## config.mk

```make
export PLATFORM = sky130hd
export DESIGN_NAME = fmlbrg_tagmem_nway
export DESIGN_NICKNAME = d
export VERILOG_FILES = /design/src/rtl/fmlbrg_tagmem_nway.sv
export SDC_FILE = /design/constraint.sdc
export NUM_CORES = 1
export LEC_CHECK = 0
export CAP_MARGIN = 20
export CELL_PAD_IN_SITES_DETAIL_PLACEMENT = 1
export CELL_PAD_IN_SITES_GLOBAL_PLACEMENT = 1
export CORE_ASPECT_RATIO = 1.25
export CORE_MARGIN = 2
export CORE_UTILIZATION = 46
export DETAILED_ROUTE_END_ITERATION = 12
export PLACE_DENSITY = 0.87
export SLEW_MARGIN = 10
export SYNTH_ARGS = -nofsm -noshare
export SYNTH_HDL_FRONTEND = slang
export SYNTH_SLANG_ARGS = --single-unit
```

## constraint.sdc

```tcl
create_clock -name sys_clk -period 1.7 [get_ports sys_clk]
set_input_delay 0.17 -clock sys_clk [delete_from_list [all_inputs] [get_ports sys_clk]]
set_output_delay 0.17 -clock sys_clk [all_outputs]
set_load 0.01 [all_outputs]
```

## src/rtl/fmlbrg_tagmem_nway.sv

```systemverilog
// fmlbrg_tagmem_nway: set-associative tag store with tag compare, victim select and flush engine.
// Define FMLBRG_TAGMEM_BYPASS_EN to forward a same-cycle update into the lookup view.
module fmlbrg_tagmem_nway #(
    parameter  int depth = 2,
    parameter  int width = 2,
    parameter  int ways  = 2,
    localparam int wb    = (ways <= 2) ? 1 : 2
) (
    input  logic             sys_clk,
    input  logic             sys_rst_n,
    input  logic             lk_stb,
    input  logic [depth-1:0] lk_set,
    input  logic [width-1:0] lk_tag,
    output logic             lk_ack,
    output logic             lk_hit,
    output logic [wb-1:0]    lk_way,
    output logic             lk_dirty,
    output logic [wb-1:0]    vic_way,
    output logic [width-1:0] vic_tag,
    output logic             vic_dirty,
    input  logic             up_we,
    input  logic [depth-1:0] up_set,
    input  logic [wb-1:0]    up_way,
    input  logic [width-1:0] up_tag,
    input  logic             up_valid,
    input  logic             up_dirty,
    input  logic             flush_req,
    output logic             ready,
    output logic             flush_done
);
    localparam int sets = 1 << depth;

    typedef enum logic [1:0] {ST_IDLE, ST_SWEEP, ST_DONE} state_t;

    state_t           r_state;
    state_t           w_state_next;
    logic [depth-1:0] r_flush_set;

    logic [width-1:0] r_tag_mem [ways][sets];
    logic [ways-1:0]  r_valid   [sets];
    logic [ways-1:0]  r_dirty   [sets];
    logic [wb-1:0]    r_rr      [sets];

    // Lookup snapshot: everything the compare needs, captured at the lookup edge.
    logic             r_ack;
    logic [width-1:0] r_lk_tag;
    logic [ways-1:0]  r_s_valid;
    logic [ways-1:0]  r_s_dirty;
    logic [wb-1:0]    r_s_rr;
    logic [width-1:0] r_s_tag [ways];

    logic             w_lk_go;
    logic             w_up_go;
    logic [wb-1:0]    w_up_way;
    logic             w_rr_adv;
    logic [wb-1:0]    w_rr_next;
    logic [ways-1:0]  w_v_valid;
    logic [ways-1:0]  w_v_dirty;
    logic [wb-1:0]    w_v_rr;
    logic [width-1:0] w_v_tag [ways];
    logic             w_hit;
    logic [wb-1:0]    w_hit_way;
    logic             w_hit_dirty;
    logic [wb-1:0]    w_vic_way;

    assign ready      = (r_state == ST_IDLE);
    assign flush_done = (r_state == ST_DONE);
    assign w_lk_go    = lk_stb & ready;
    assign w_up_go    = up_we & ready;
    assign w_up_way   = (ways == 1) ? '0 : up_way;
    assign w_rr_adv   = up_valid && (w_up_way == r_rr[up_set]);
    assign w_rr_next  = (r_rr[up_set] == wb'(ways - 1)) ? '0 : r_rr[up_set] + 1'b1;

    // ---------------- flush FSM ----------------
    always_ff @(posedge sys_clk or negedge sys_rst_n) begin
        if (!sys_rst_n) begin
            r_state     <= ST_IDLE;
            r_flush_set <= '0;
        end else begin
            r_state     <= w_state_next;
            r_flush_set <= (r_state == ST_SWEEP) ? r_flush_set + 1'b1 : '0;
        end
    end

    // NOTE: every always_comb output gets a default first so no path infers a latch.
    always_comb begin
        w_state_next = r_state;
        case (r_state)
            ST_IDLE:  if (flush_req) w_state_next = ST_SWEEP;
            ST_SWEEP: if (&r_flush_set) w_state_next = ST_DONE;
            ST_DONE:  w_state_next = ST_IDLE;
            default:  w_state_next = ST_IDLE;
        endcase
    end

    // ---------------- storage ----------------
    // NOTE: the tag RAM carries no reset; valid bits alone decide whether its contents matter.
    always_ff @(posedge sys_clk) begin
        if (w_up_go) r_tag_mem[w_up_way][up_set] <= up_tag;
    end

    always_ff @(posedge sys_clk or negedge sys_rst_n) begin
        if (!sys_rst_n) begin
            for (int s = 0; s < sets; s++) begin
                r_valid[s] <= '0;
                r_dirty[s] <= '0;
                r_rr[s]    <= '0;
            end
        end else if (r_state == ST_SWEEP) begin
            r_valid[r_flush_set] <= '0;
            r_dirty[r_flush_set] <= '0;
            r_rr[r_flush_set]    <= '0;
        end else if (w_up_go) begin
            r_valid[up_set][w_up_way] <= up_valid;
            r_dirty[up_set][w_up_way] <= up_dirty;
            if (w_rr_adv) r_rr[up_set] <= w_rr_next;
        end
    end

    // ---------------- lookup view ----------------
    always_comb begin
        w_v_valid = r_valid[lk_set];
        w_v_dirty = r_dirty[lk_set];
        w_v_rr    = r_rr[lk_set];
        for (int w = 0; w < ways; w++) w_v_tag[w] = r_tag_mem[w][lk_set];
`ifdef FMLBRG_TAGMEM_BYPASS_EN
        if (w_up_go && (up_set == lk_set)) begin
            w_v_valid[w_up_way] = up_valid;
            w_v_dirty[w_up_way] = up_dirty;
            w_v_tag[w_up_way]   = up_tag;
            if (w_rr_adv) w_v_rr = w_rr_next;
        end
`endif
    end

    always_ff @(posedge sys_clk or negedge sys_rst_n) begin
        if (!sys_rst_n) begin
            r_ack     <= 1'b0;
            r_lk_tag  <= '0;
            r_s_valid <= '0;
            r_s_dirty <= '0;
            r_s_rr    <= '0;
            for (int w = 0; w < ways; w++) r_s_tag[w] <= '0;
        end else begin
            r_ack <= w_lk_go;
            if (w_lk_go) begin
                r_lk_tag  <= lk_tag;
                r_s_valid <= w_v_valid;
                r_s_dirty <= w_v_dirty;
                r_s_rr    <= w_v_rr;
                for (int w = 0; w < ways; w++) r_s_tag[w] <= w_v_tag[w];
            end
        end
    end

    // Descending scan so the lowest matching / lowest invalid way wins.
    always_comb begin
        w_hit       = 1'b0;
        w_hit_way   = '0;
        w_hit_dirty = 1'b0;
        w_vic_way   = r_s_rr;
        for (int w = ways - 1; w >= 0; w--) begin
            if (r_s_valid[w] && (r_s_tag[w] == r_lk_tag)) begin
                w_hit       = 1'b1;
                w_hit_way   = wb'(w);
                w_hit_dirty = r_s_dirty[w];
            end
            if (!r_s_valid[w]) w_vic_way = wb'(w);
        end
    end

    assign lk_ack    = r_ack;
    assign lk_hit    = w_hit;
    assign lk_way    = w_hit_way;
    assign lk_dirty  = w_hit_dirty;
    assign vic_way   = w_vic_way;
    assign vic_tag   = r_s_tag[w_vic_way];
    assign vic_dirty = r_s_valid[w_vic_way] & r_s_dirty[w_vic_way];
endmodule

```

After elaboration in Yosys (flattened, before gate mapping) --
Memory sizes are Yosys's and may differ from the RTL's. Index checks and enable logic that the tools add are counted.
Cells by class: $add $sub $neg 2, multiply operators 0, div/mod/pow operators 0, magnitude comparators 9, eq/ne operators 7, shifts and indexed selects 0, muxes and demuxes 61, bitwise logic cells 12, reductions and logical operators 12
Operator list (count):
- 8-bit two-way mux | 5
- 2-bit two-way mux | 17
- 1-bit two-way mux | 20
- 8-bit AND | 2
- 2-bit binary-select mux with 2-bit select | 4
- 8-bit bitwise mux | 2
- 2-bit demux with 2-bit select | 3
- 4-bit two-way mux | 3
- 3-bit greater-or-equal comparator (second input constant) | 3
- 2-bit inverter with 3-bit output | 3
- 8-bit inverter | 1
- 1-bit logical AND | 6
- 3-bit by 1-bit < comparator with 1-bit output (second input constant) | 2
- 2-bit AND reduction | 3
- 4-bit AND | 1
- 1-bit binary-select mux with 2-bit select | 2
- 4-bit bitwise mux | 1
- 1-bit demux with 2-bit select | 2
- 2-bit equality test | 2
- 1-bit by 2-bit < comparator with 1-bit output (second input constant) | 2
- 4-bit inverter | 1
- 2-bit one-hot mux with 2 select lines | 1
- 2-bit nonzero test | 2
- 1-bit AND | 3
- 12 further kinds | 12
Word-level totals: flip-flop bits (word level) 36, bits in latches 0, bits in writable memories 16, ROM bits 0, bits of input ports 16, word-level logic and storage cells 125, memories 1
Memories:
- r_tag_mem | depth 2, bits a word 8, rd ports 2, clocked after Yosys merged registers in 0, write ports 1, RTL line 39 | logic [width-1:0] r_tag_mem [ways][sets];

Logic depth before layout (Yosys ltp) --
Gate-level depths: netlist of run 1.
word-level depth 10, mapped depth 5, gate-level depth less buffers 5

Worst setup path before layout of run 1 --
No wires, ideal clock.
kind reg2reg, from register r_state[1], to memory r_tag_mem[0][6] in the netlist's numbering (enable), setup time 0.329 ns, arrival 1.234 ns, data required time 1.371 ns, path slack 0.138 ns, stages on the path, launching flop included 3, buffers on the path 0, path through dfrtp_1 -> or4b_4 -> nor3_1
On the way: cells in the longest elaborated chain, start to end 4
RTL lines:
- from (decl) | RTL line 35 | state_t r_state;
- from (signal assigned) | RTL line 80 | r_state <= w_state_next;
- 2-bit zero test | RTL line 66 | assign ready = (r_state == ST_IDLE);
- 1-bit AND | RTL line 69 | assign w_up_go = up_we & ready;
- 1-bit two-way mux | RTL line 99 | if (w_up_go) r_tag_mem[w_up_way][up_set] <= up_tag;
- 8-bit two-way mux (not written as such) | RTL line 99
- to (decl) | RTL line 39
No other way between the ends.

Worst setup path after layout of run 1 --
from register r_state[1], to memory r_tag_mem[0][7] in the netlist's numbering (enable)
Same word-level chain as after synthesis.

==> run_results.csv, run 1 <==
group,metric,value,unit
run_status,status,"complete, no violations",
clock_network,cts_tree,"built",
sta,fin_skew,0.00744,ns
pwr,powerDensity,1340,nW/um^2
clock_network,htree_levels,2,
final_layout,diodes,0,
global_routing,antenna_found_initial,0,
final_layout,finish.utilization,58.5,%
pwr,leakage,1.34,nW
sta,timing.fmax,0.610,GHz
flow_run,maxCapViolCount,0,
setup_path,worstPathArrival,1.63,ns
sta,rsz0062_at_grt,"true",
placed_design,hpwl,4.79,mm
drt,met1Wirelength,2.45,mm
die,io_pins,26,
drt,wl,6.16,mm
placed_design,io_buffers,25,
synthesis,async_flop_share,69.2,%
synthesis,syn_area,2540,sq um
sta,final_hold_viol_count,0,
clock_network,clock_latency,0.31,ns
setup_path,cp.required,1.69,ns
drt,wl_per_cell,19.5,um
clock_network,clockRootBuffer,"clkbuf_8",
drt,dr.first_iter.drc_count,44,
sta,setup_viol,0,
die,row_count,30,
clock_network,numCtsBuffers,5,
die,start_util,47.3,%
drt,drc,0,
final_layout,drive_gt1_share,29.1,%
synthesis,ys_ff_latch,52,
min_path,hold_path_class,"input pin to async pin",
global_routing,grt_pass1_wl,10.4,mm
global_routing,grt_usage,22.4,%
die,die_h,87.1,um
drt,via_per_inst,5.76,
global_routing,overflow,0,
drt,num_vias,1815,
placed_design,numPlacedInstances,303,
synthesis,syn_nets,216,
pwr,vdd_drop_max,0.701,mV
final_layout,area_growth,23.7,%
setup_path,crit_fanout,4,
synthesis,synth.yosys.seq_area_share,54.4,%
synthesis,synth_flop_cell,"dfrtp_1",
drt,first_pass_iters,4,
placed_design,placed_area,3020,sq um
synthesis,synth_edf_count,16,
final_layout,nFillCells,546,
final_layout,layoutNonFillerInstCount,315,
synthesis,postSynthCellCount,196,
synthesis,yosys_warnings,0,
placed_design,gp_congestion,0.837,
sta,period_share,96.4,%
clock_network,clock-sinks,52,
clock_network,path_clk_slew,0.10,ns
setup_path,critical_path_class,"flip-flop to flip-flop",
die,dieArea,6130,sq um
final_layout,fin_area,3140,sq um
sta,period_minus_slack,1.64,ns
synthesis,synthDistinctLibCells,47,
global_routing,grt_pass1_vias,2034,
sta,worstMarginPinSlew,0.472,ns
synthesis,avgSynthCellArea,13.0,sq um
drt,highest_layer,"met4",
sta,slew_viol_final,0,
die,fp.dieW,70.4,um
sta,slew_headroom,68.5,%
setup_path,start_kind,"flip-flop",
final_layout,fin_nets,270,
setup_path,end_kind,"flip-flop",
drt,dr_wl_met2,3.35,mm
global_routing,grt_max_degree,37,
drt,met3_length,226,um
drt,postRouteAntennaNets,0,
die,core_area,5370,sq um
clock_network,cts_buffer_depth,2,
[power by group]
group	total [mW]	internal, mW	switching (mW)
logic	1.64	0.852	0.788
clock network	0.722	0.293	0.429
registers	1.84	1.59	0.247
total	4.20	2.74	1.46
[worst paths after layout]
check	from	endpoint	slack (ns)	cells after the start
worst max-delay path	r_state[1]	r_tag_mem[0][7]	0.06	2
worst min-delay path	sys_rst_n	r_s_tag[1]	0.42	3
worst max register to register	r_state[1]	r_tag_mem[0][7]	0.06	2
worst min register to register	r_valid[5]	r_valid[5]	0.50	1
max in group asynchronous	sys_rst_n	r_rr[0]	0.94	3
min in group sys_clk	lk_tag[1]	r_lk_tag[1]	0.48	2
[metal layers]
| layer | GRT usage (%) | up-vias |
|---|---|---|
| li1 | - | 834 |
| met1 | 27.6 | 917 |
| met2 | 40.2 | 50 |
| met3 | 3.24 | 14 |
| met4 | 8.04 | 0 |
| met5 | 0 | - |
[registers in the layout (all words and copies together), names as in the netlist]
signal / flops
lk_ack: 1
r_dirty: 8
r_flush_set: 2
r_lk_tag: 2
r_rr: 4
r_s_dirty: 2
r_s_rr: 1
r_s_tag: 4
r_s_valid: 2
r_state: 2
r_tag_mem: 16
r_valid: 8
[cells in the mapped netlist (all sizes together) (2+ instances only)]
master	instances	area, sq um
a211o	2	17.5
a211oi	3	22.5
a21o	2	15.0
a22o	4	35.0
a311oi	2	17.5
a31oi	3	18.8
and2	2	12.5
buf	8	53.8
dfrtp	36	901
edfxtp	16	480
ha	4	50.1
inv	18	67.6
mux2	11	124
mux2i	4	40.0
mux4	9	203
nand2	11	41.3
nand2b	3	18.8
nand3	4	20.0
nand4b	2	17.5
nand4bb	3	33.8
nor2	10	47.6
nor2b	5	31.3
nor3	5	30.0
nor4b	2	32.5
o21ai	6	30.0
o22ai	4	25.0
o32ai	2	17.5
xnor2	4	35.0
[cells by family (layout without fill, tap and decap cells)]
kind of cell    count (synthesis)  after routing  synth area share (%)
simple gates                   54             54                  13.9
flops                          52             52                  54.4
compound gates                 32             32                  9.07
buf+inv                        26             81                  4.78
mux                            24             24                  14.4
fa+ha+maj                       4              4                  1.97
xor+xnor                        4              4                  1.38
[cell usage in the layout (no fill, tap or decap), drive strengths merged, types with 3 or more instances in the layout]
cell type / synthesis / routed
nor3: 5 / 5
a22o: 4 / 4
buf: 8 / 33
clkdlybuf4s50: 0 / 15
ha: 4 / 4
clkbuf: 0 / 6
dlygate4sd2: 0 / 4
xnor2: 4 / 4
nor2: 10 / 10
mux2i: 4 / 4
edfxtp: 16 / 16
o22ai: 4 / 4
nand2: 11 / 11
a31oi: 3 / 3
inv: 18 / 19
mux2: 11 / 11
a211oi: 3 / 3
dfrtp: 36 / 36
nand2b: 3 / 3
nand4bb: 3 / 3
o21ai: 6 / 6
mux4: 9 / 9
nor2b: 5 / 5
nand3: 4 / 4
[worst max-delay path, stage by stage (launching register included)]
cell and delay [ns]:
dfrtp_1 0.41, or4b_4 0.59, nor3_1 0.31
[layout make-up]
class                   instances  area (sq um)  area share (%)
flip-flops and latches         52          1380            44.0
multi-input cells             118          1050            33.5
repair buffers                 55           468            14.9
well taps                      64          80.1            2.55
clock buffers                   5          68.8            2.19
inverters                      18          67.6            2.15
clock inverters                 3          21.3           0.678
[timing repair]
action | CTS | global route
hold buffers | 1 | 0
resized for setup | 19 | 8
endpoints found under the hold margin | 36 | 0
pin swaps | 3 | 4
endpoints found under the setup margin | 9 | 5
setup buffers | 2 | 1
[per-stage QoR]
| stage | hold slack (ns) | worst slack [ns] | power (mW) | TNS (ns) |
|---|---|---|---|---|
| floorplan | -0.126 | 0.138 | 2.79 | 0 |
| global placement | 0.237 | -0.0192 | 3.37 | -0.0384 |
| detailed placement | 0.240 | -0.113 | 3.46 | -0.531 |
| CTS | 0.442 | -0.0465 | 4.18 | -0.0465 |
| global route | 0.459 | -0.0424 | 4.46 | -0.0844 |
| finish | 0.424 | 0.0620 | 4.20 | 0 |
Note: power is estimated with default switching activity, not from simulation.
==> run 2: changes to the inputs <==
--- a/config.mk
+++ b/config.mk
@@ -12,7 +12,7 @@
 export CORE_MARGIN = 2
 export CORE_UTILIZATION = 46
 export DETAILED_ROUTE_END_ITERATION = 12
-export PLACE_DENSITY = 0.87
+export PLACE_DENSITY_LB_ADDON = 0.1
 export SLEW_MARGIN = 10
 export SYNTH_ARGS = -nofsm -noshare
 export SYNTH_HDL_FRONTEND = slang
==> run 2 against run 1 <==
Compared with the run above: wire length increased by 6.5%; critical path type is now flip-flop to output pin; register-to-register slack hardly changed; highest routed layer unchanged; largest power group unchanged; cell count up 1.6%; clock power down 7.2%.
==> run_results.csv, run 2 (synthesized netlist as in run 1, its figures left out) <==
group,metric,value,unit
setup_path,cp.required,1.53,ns
sta,finalSetupTns,0,ns
sta,setup_viol,0,
die,core_area,5370,sq um
final_layout,diodes,0,
setup_path,critical_path_class,"flip-flop to output pin",
die,start_util,47.3,%
setup_path,crit_fanout,3,
sta,timing.final.ws_setup,0.0603,ns
sta,period_minus_slack,1.64,ns
clock_network,clock_latency,0.30,ns
clock_network,cts_tree,"built",
setup_path,path_buf_inv,2,
placed_design,dpl_worst_slack,-0.0878,ns
drt,wl_per_cell,20.5,um
setup_path,rr_endpoint,"r_tag_mem[0][6]",
die,fp.dieW,70.4,um
drt,dr.first_iter.drc_count,56,
final_layout,area_growth,25.2,%
final_layout,fin_nets,275,
global_routing,grt_max_degree,37,
setup_path,critPathTopFamily,"flip-flops",
die,io_pins,26,
global_routing,grt_pass1_wl,10.6,mm
setup_path,ff2ff_path_depth,2,
global_routing,antenna_found_initial,0,
die,dieArea,6130,sq um
die,die_h,87.1,um
setup_path,r2r_start,"r_state[0]",
sta,rsz0062_at_grt,"true",
placed_design,gp_congestion,0.885,
flow_run,maxCapViolCount,0,
global_routing,overflow,0,
final_layout,final_cell_mix,"dfrtp_1 (35), buf_4 (32), inv_1 (17)",
final_layout,nFillCells,573,
setup_path,critical-path-max-stage-delay,0.44,ns
drt,first_pass_iters,4,
drt,postRouteAntennaNets,0,
sta,slew_viol_final,0,
sta,slew_headroom,68.7,%
drt,via_per_inst,5.78,
drt,wl,6.56,mm
drt,drc,0,
clock_network,htree_levels,2,
global_routing,grt_usage,23.2,%
clock_network,cts_buffer_depth,2,
sta,final_hold_viol_count,0,
global_routing,grt_pass1_vias,2099,
sta,whs,0.282,ns
pwr,p_total,4.26,mW
setup_path,worstPathArrival,1.47,ns
pwr,powerDensity,1340,nW/um^2
setup_path,crit_chain,"xnor2_2 > buf_4 > nand4_1 > mux2i_1 > buf_2",
final_layout,top_register,"r_tag_mem",
final_layout,reg.largest.list,"r_tag_mem (16), r_dirty (8), r_valid (8)",
setup_path,end_kind,"output pin",
pwr,vdd_drop_max,0.719,mV
sta,worstMarginPinSlew,0.469,ns
final_layout,layout_commonest_cell,"dfrtp_1",
run_status,status,"complete, no violations",
final_layout,drive_gt1_share,30.5,%
placed_design,io_buffers,25,
final_layout,largest_register_ff_count,16,
sta,timing.fmax,0.610,GHz
sta,period_share,96.5,%
setup_path,cpMaxStageDelayCell,"dfrtp_1",
clock_network,numCtsBuffers,5,
sta,fin_skew,0.00558,ns
clock_network,clock-sinks,52,
setup_path,regToRegSetupSlack,0.07,ns
setup_path,start_kind,"flip-flop",
die,row_count,30,
placed_design,hpwl,5.04,mm
clock_network,path_clk_slew,0.09,ns
drt,num_vias,1849,
pwr,leakage,1.38,nW
clock_network,clockRootBuffer,"clkbuf_8",
min_path,hold_path_class,"input pin to async pin",
-- run 2: area by class of cell --
cell class,instances,area [sq um],area share (%)
Clock buffer,5,68.8,2.16
Clock inverter,3,13.8,0.433
Inverter,18,67.6,2.13
Multi-Input combinational cell,118,1050,33.1
Sequential cell,52,1380,43.5
Tap cell,64,80.1,2.52
Timing Repair Buffer,60,515,16.2
-- run 2: per-layer routing --
layer	share of wire, %	track usage (%)	vias to the layer above
met5	0	0	-
met4	2.6	8.57	0
met3	3.3	4.28	15
met2	56	44.8	46
met1	38	25.0	950
li1	-	-	838
-- run 2: through the flow --
stage	cells	area [sq um]	util, %
finish	320	3180	59.2
global route	320	3180	59.2
CTS	321	3190	59.4
detailed placement	308	3070	57.2
global placement	308	3070	57.2
floorplan	196	2540	-
-- run 2: worst max path at each step --
stage                 from  cells past startpoint         endpoint
3_5_place_dp         up_we                      3  r_tag_mem[0][7]
6_report        r_s_tag[0]                      5         lk_dirty
5_1_grt         r_s_tag[0]                      5         lk_dirty
2_1_floorplan   r_state[1]                      2  r_tag_mem[0][6]
3_3_place_gp         up_we                      3  r_tag_mem[0][6]
4_1_cts        r_lk_tag[0]                      7         lk_dirty
-- run 2: timing repair --
action | CTS | global route
hold buffers | 0 | 0
buffers inserted | 6 | 1
endpoints found under the setup margin | 9 | 5
pin swaps | 2 | 2
resized for setup | 22 | 7
-- run 2: where the power goes --
part / switching (mW) / internal (mW) / total (mW)
logic: 0.803 / 0.901 / 1.70
clock network: 0.389 / 0.280 / 0.670
registers: 0.288 / 1.59 / 1.88
total: 1.48 / 2.78 / 4.26
==> run 3: changes to the inputs <==
--- a/config.mk
+++ b/config.mk
@@ -13,7 +13,6 @@
 export CORE_UTILIZATION = 46
 export DETAILED_ROUTE_END_ITERATION = 12
 export PLACE_DENSITY_LB_ADDON = 0.1
-export SLEW_MARGIN = 10
 export SYNTH_ARGS = -nofsm -noshare
 export SYNTH_HDL_FRONTEND = slang
 export SYNTH_SLANG_ARGS = --single-unit
==> results of run 3 <==
Same layout as run 2: the final DEF is identical, and so are final timing and power.
